`config.mk`:
```
export PLATFORM = sky130hd
export DESIGN_NAME = muldiv_unit
export DESIGN_NICKNAME = d
export VERILOG_FILES = /design/src/rtl/muldiv_unit.sv
export SDC_FILE = /design/constraint.sdc
export NUM_CORES = 1
export LEC_CHECK = 0
export BUFFER_PORTS_ARGS = -buffer_cell sky130_fd_sc_hd__buf_2
export CAP_MARGIN = 15
export CORE_ASPECT_RATIO = 0.75
export CORE_MARGIN = 1.5
export CORE_UTILIZATION = 45
export CTS_CLUSTER_DIAMETER = 200
export DETAILED_ROUTE_END_ITERATION = 8
export PLACE_DENSITY_LB_ADDON = 0.1
export SYNTH_ARGS = -nofsm -noshare
export SYNTH_HDL_FRONTEND = slang
export SYNTH_SLANG_ARGS = --single-unit
```
`constraint.sdc`:
```
create_clock -name clk -period 3.7 [get_ports clk]
set_input_delay 0.74 -clock clk [delete_from_list [all_inputs] [get_ports clk]]
set_output_delay 0.74 -clock clk [all_outputs]
set_load 0.01 [all_outputs]
```
`src/rtl/muldiv_unit.sv`:
```
// muldiv_unit: iterative MIPS-style multiply/divide unit owning the HI/LO registers.
// Shift-add multiply and restoring divide on magnitudes, one bit per clock, then sign fix-up.
//
// state | meaning
// IDLE  | waiting for start; MTHI/MTLO and divide-by-zero are handled here
// CALC  | WIDTH iterations, cnt runs WIDTH-1 down to 0
// SIGN  | sign correction of product or quotient/remainder, hi/lo written
// DONE  | hi/lo hold the result, done pulses
module muldiv_unit #(
  parameter int WIDTH = 32,
  parameter int CNT_W = $clog2(WIDTH) + 1
) (
  input  logic             clk,
  input  logic             reset,
  input  logic             start,
  input  logic [2:0]       op,
  input  logic [WIDTH-1:0] operandA,
  input  logic [WIDTH-1:0] operandB,
  input  logic             flush,
  output logic             busy,
  output logic             done,
  output logic             divByZero,
  output logic [WIDTH-1:0] hi,
  output logic [WIDTH-1:0] lo
);

  typedef enum logic [1:0] {IDLE, CALC, SIGN, DONE} state_t;
  state_t state, state_nxt;

  logic [2*WIDTH-1:0] acc;
  logic [WIDTH-1:0]   oper;
  logic [CNT_W-1:0]   cnt;
  logic               sign_a, sign_b, div_op;

  logic               accept, md_op, mt_op, op_div, b_zero, a_neg, b_neg;
  logic [WIDTH-1:0]   a_mag, b_mag;
  logic [WIDTH:0]     mul_sum, rem_sh, rem_sub;
  logic [2*WIDTH-1:0] mul_next, div_next, prod_fix;
  logic [WIDTH-1:0]   res_hi, res_lo;

  assign accept = (state == IDLE) && start && !flush;
  assign md_op  = !op[2];
  assign mt_op  = op[2] && !op[1];
  assign op_div = op[1];
  assign b_zero = (operandB == '0);
  assign a_neg  = op[0] && operandA[WIDTH-1];
  assign b_neg  = op[0] && operandB[WIDTH-1];
  assign a_mag  = a_neg ? -operandA : operandA;
  assign b_mag  = b_neg ? -operandB : operandB;

  // multiply: acc = {partial product, remaining multiplier bits}
  assign mul_sum  = {1'b0, acc[2*WIDTH-1:WIDTH]} + (acc[0] ? {1'b0, oper} : '0);
  assign mul_next = {mul_sum, acc[WIDTH-1:1]};

  // divide: acc = {remainder, dividend bits / quotient bits}; rem_sub[WIDTH] is the borrow
  assign rem_sh   = acc[2*WIDTH-1:WIDTH-1];
  assign rem_sub  = rem_sh - {1'b0, oper};
  assign div_next = {rem_sub[WIDTH] ? rem_sh[WIDTH-1:0] : rem_sub[WIDTH-1:0],
                     acc[WIDTH-2:0], ~rem_sub[WIDTH]};

  assign prod_fix = (sign_a ^ sign_b) ? -acc : acc;

  always_comb begin
    res_hi = prod_fix[2*WIDTH-1:WIDTH];
    res_lo = prod_fix[WIDTH-1:0];
    if (div_op) begin
      res_hi = sign_a ? -acc[2*WIDTH-1:WIDTH] : acc[2*WIDTH-1:WIDTH];
      res_lo = (sign_a ^ sign_b) ? -acc[WIDTH-1:0] : acc[WIDTH-1:0];
    end
  end

  always_ff @(posedge clk) begin
    if (reset) state <= IDLE;
    else       state <= state_nxt;
  end

  always_comb begin
    state_nxt = state;
    case (state)
      IDLE: if (accept && md_op) state_nxt = (op_div && b_zero) ? DONE : CALC;
      CALC: begin
        if (flush)            state_nxt = IDLE;
        else if (cnt == '0)   state_nxt = SIGN;
      end
      SIGN:    state_nxt = flush ? IDLE : DONE;
      DONE:    state_nxt = IDLE;
      default: state_nxt = IDLE;
    endcase
  end

  always_comb begin
    busy = (state == CALC) || (state == SIGN);
    done = (state == DONE);
  end

  always_ff @(posedge clk) begin
    if (reset) begin
      acc       <= '0;
      oper      <= '0;
      cnt       <= '0;
      sign_a    <= 1'b0;
      sign_b    <= 1'b0;
      div_op    <= 1'b0;
      hi        <= '0;
      lo        <= '0;
      divByZero <= 1'b0;
    end else begin
      case (state)
        IDLE: if (accept && !(op[2] && op[1])) begin
          divByZero <= 1'b0;
          if (mt_op) begin
            if (op[0]) lo <= operandA;
            else       hi <= operandA;
          end else if (op_div && b_zero) begin
            hi        <= operandA;
            lo        <= '1;
            divByZero <= 1'b1;
          end else begin
            acc    <= {{WIDTH{1'b0}}, (op_div ? a_mag : b_mag)};
            oper   <= op_div ? b_mag : a_mag;
            cnt    <= CNT_W'(WIDTH - 1);
            sign_a <= a_neg;
            sign_b <= b_neg;
            div_op <= op_div;
          end
        end
        CALC: if (!flush) begin
          acc <= div_op ? div_next : mul_next;
          cnt <= cnt - CNT_W'(1);
        end
        SIGN: if (!flush) begin
          hi <= res_hi;
          lo <= res_lo;
        end
        default: ;
      endcase
    end
  end

  // the hazard unit must never issue while an operation is in flight
  a_no_start_busy: assert property (@(posedge clk) disable iff (reset) !(start && busy));

endmodule
```
==> flow_summary.ini <==
[critical_path]
worstRegToRegCells = 10
end_kind = flop
startpoint_type = flop
cp_cell_sequence = or4_4 -> or4_4 -> or4b_4 -> nor4_4 -> buf_4 -> nor2_1 -> o41ai_2 -> xor2_1 -> a211o_1 -> a21oi_1
cp_max_fo = 5
r2r_slack_ns = 0.12
reg2reg_to = hi[14]
crit_top_cell = or4_4
timing.rr.start = acc[10]
slowest_stage = or4_4
critical-path-top-delay-family = simple AND/OR/NAND/NOR gates
worst-setup-path-type = reg2reg
arrival_ns = 3.97
required_ns = 4.09
critPathMaxStageDelay_ns = 0.61
crit_buf_inv = 1

[yosys]
synthFlopType = dfxtp_1
seq_area_frac_synth_pct = 22.2
synthCells = 2144
ys_async_sr_fraction_pct = 0
yosysWarnings = 0
syn_area_per_cell_um2 = 7.22
synthDistinctLibCells = 85
syn-cell-area_um2 = 15500
synth_edf_count = 0
syn_nets = 2291
synth-seq-cells = 172

[clock_tree]
clock_sinks = 172
cts_buffer_depth = 2
ctsRootBufferMaster = clkbuf_16
numCtsBuffers = 17
htreeDepth = 4
cts.reportedPaths.clkPinSlew_ns = 0.08
insertion_delay_ns = 0.47
cts_tree = yes
cts_hold_buf = 0

[timing]
finalHoldViolCount = 0
fin_setup_tns_ns = 0
fin_crit_sh_pct = 96.9
fmax_mhz = 279
finalSetupViolations = 0
worst_pin_slew_ns = 1.02
slew_violations = 0
skew_ns = 0.0152
fin_hold_ws_ns = 0.435
max_slew_margin_pct = 32.0
fin_crit_ns = 3.58

[pwr]
power.density_nw_per_um2 = 407
leakagePower_nw = 7.61
worst_ir_drop_vdd_uv = 248

[route]
drtIter0Drc = 2212
drc = 0
via_count = 17458
wl_per_cell_um = 24.0
first_pass_iters = 6
drtAntennaViolNets = 0
drt_wl_total_um = 66800
viasPerCell = 6.27

[placed_design]
place_area_um2 = 17500
hpwl_um = 53100
place_congestion = 0.961
io_buffers = 137

[global_route]
antenna_found_initial = 0
grt_first_pass_wirelength_um = 98100
gr-usage-all-layers_pct = 36.9
grt_remaining_overflow = 0
first_global_vias = 15471
grt_max_degree = 90

[worst_hold_path]
min_to = hi[1]
hp-class = reg2reg
worstHoldStart = hi[1]
holdPathStages = 2

[floorplanning]
die_h_um = 164
rows = 58
dieArea_um2 = 35500
fp.coreArea_um2 = 33700
die_w_um = 217
start_util_pct = 46.0
ios = 138

[cells_and_area]
stdcell_area_um2 = 18300
drive_gt1_share_pct = 18.3
layout.nets = 2470
synthToLayoutAreaGrowth_pct = 18.0
seq_area_um2 = 3450
n_antenna_cell = 0
multi_input_area_um2 = 11300
num-fill-cells = 3388

[outcome]
status = finished, final reports clean

[run]
drv_cap = 0
## metal layers
metal / global-route usage (%) / wire length [um] / vias up
li1: - / - / 8125
met1: 54.5 / 30300 / 8270
met4: 10.5 / 1500 / 0
met2: 48.6 / 25200 / 991
met5: 0 / 0 / -
met3: 13.6 / 9770 / 72
## cells by family (layout without fill, tap and decap cells)
kind of cell | Yosys count | after routing | share of synthesized area (%)
and+or+nand+nor | 757 | 757 | 23.5
AOI/OAI and AO/OA | 673 | 673 | 28.0
buffers and inverters | 225 | 416 | 5.72
DFF | 172 | 172 | 22.2
xor gates and xnor gates | 171 | 171 | 9.68
adders and majority gates | 76 | 76 | 6.24
muxes | 70 | 70 | 4.66
## power by group
group          internal [mW]  switching [mW]
clock                   1.03           0.867
sequential              2.02           0.203
combinational           1.26            2.06
total                   4.31            3.13
## cells in the mapped netlist (53+ instances only)
library cell  number  area (um2)
a211oi_1          81         608
a21oi_1          231        1160
clkbuf_1         125         469
dfxtp_1          172        3440
ha_1              74         926
inv_1             69         259
mux2i_1           53         531
nand2_1          181         679
nor2_1           296        1110
nor3_1            63         315
o21ai_0          104         521
xnor2_1           92         806
xor2_1            79         692
## how the worst max path moves through the flow
| stage | end | depth (start not counted) | slack [ns] | from |
|---|---|---|---|---|
| after floorplan | acc[61] | 15 | 0.17 | acc[31] |
| after global placement | acc[35] | 15 | -0.003 | acc[31] |
| after detailed placement | acc[35] | 15 | -0.07 | acc[31] |
| after CTS | hi[8] | 10 | 0.04 | acc[3] |
| after global routing | hi[14] | 13 | -0.001 | acc[0] |
| final | hi[14] | 10 | 0.12 | acc[10] |
## per-stage QoR
step	instances	util, %	setup slack, ns	power [mW]
3_5_place_dp	2744	52.0	-0.0712	5.34
5_1_grt	2785	54.3	-0.00101	7.72
6_report	2785	54.3	0.115	7.44
3_3_place_gp	2744	52.0	-0.00260	5.32
2_1_floorplan	2144	-	0.166	4.12
4_1_cts	2775	53.8	0.0398	7.24
## sequential cells by signal, indices dropped and copies added, names as in the netlist
name	flops
acc	64
hi	32
lo	32
oper	32
cnt	6
state	2
divByZero	1
div_op	1
sign_a	1
sign_b	1
## layout make-up
class                           count  share of cell area [%]
Clock buffer                       19                    2.48
Tap cell                          450                    3.08
Multi-Input combinational cell   1747                    61.7
Clock inverter                     12                   0.740
Sequential cell                   172                    18.9
Timing Repair Buffer              315                    11.7
Inverter                           70                    1.44
## placed cells by master (no fill, tap or decap), drive strengths merged, types with 15 or more instances in the layout
cell	instances
o21bai	15
xnor2	92
inv	74
nand3	37
xor2	79
a21oi	232
nand4	16
o211ai	26
or3	25
ha	74
or4	27
a22oi	17
a31oi	24
nor3	64
a21o	32
o31ai	23
buf	315
nor4	22
o21ai	112
nand2	182
a211oi	84
nor2	297
dfxtp	172
mux2	17
mux2i	53
clkbuf	19
## what timing repair did
action	4_1_cts	5_1_grt
pin swaps	0	8
setup endpoints to repair	11	24
setup buffers	0	9
resized for setup	3	16
## worst min-delay path, delay by kind of cell (launching register included)
kind	cells	cell delay (ns)
flip-flops	1	0.31
AND/OR/NAND/NOR	2	0.09
Power figures use the tool's default switching activity.
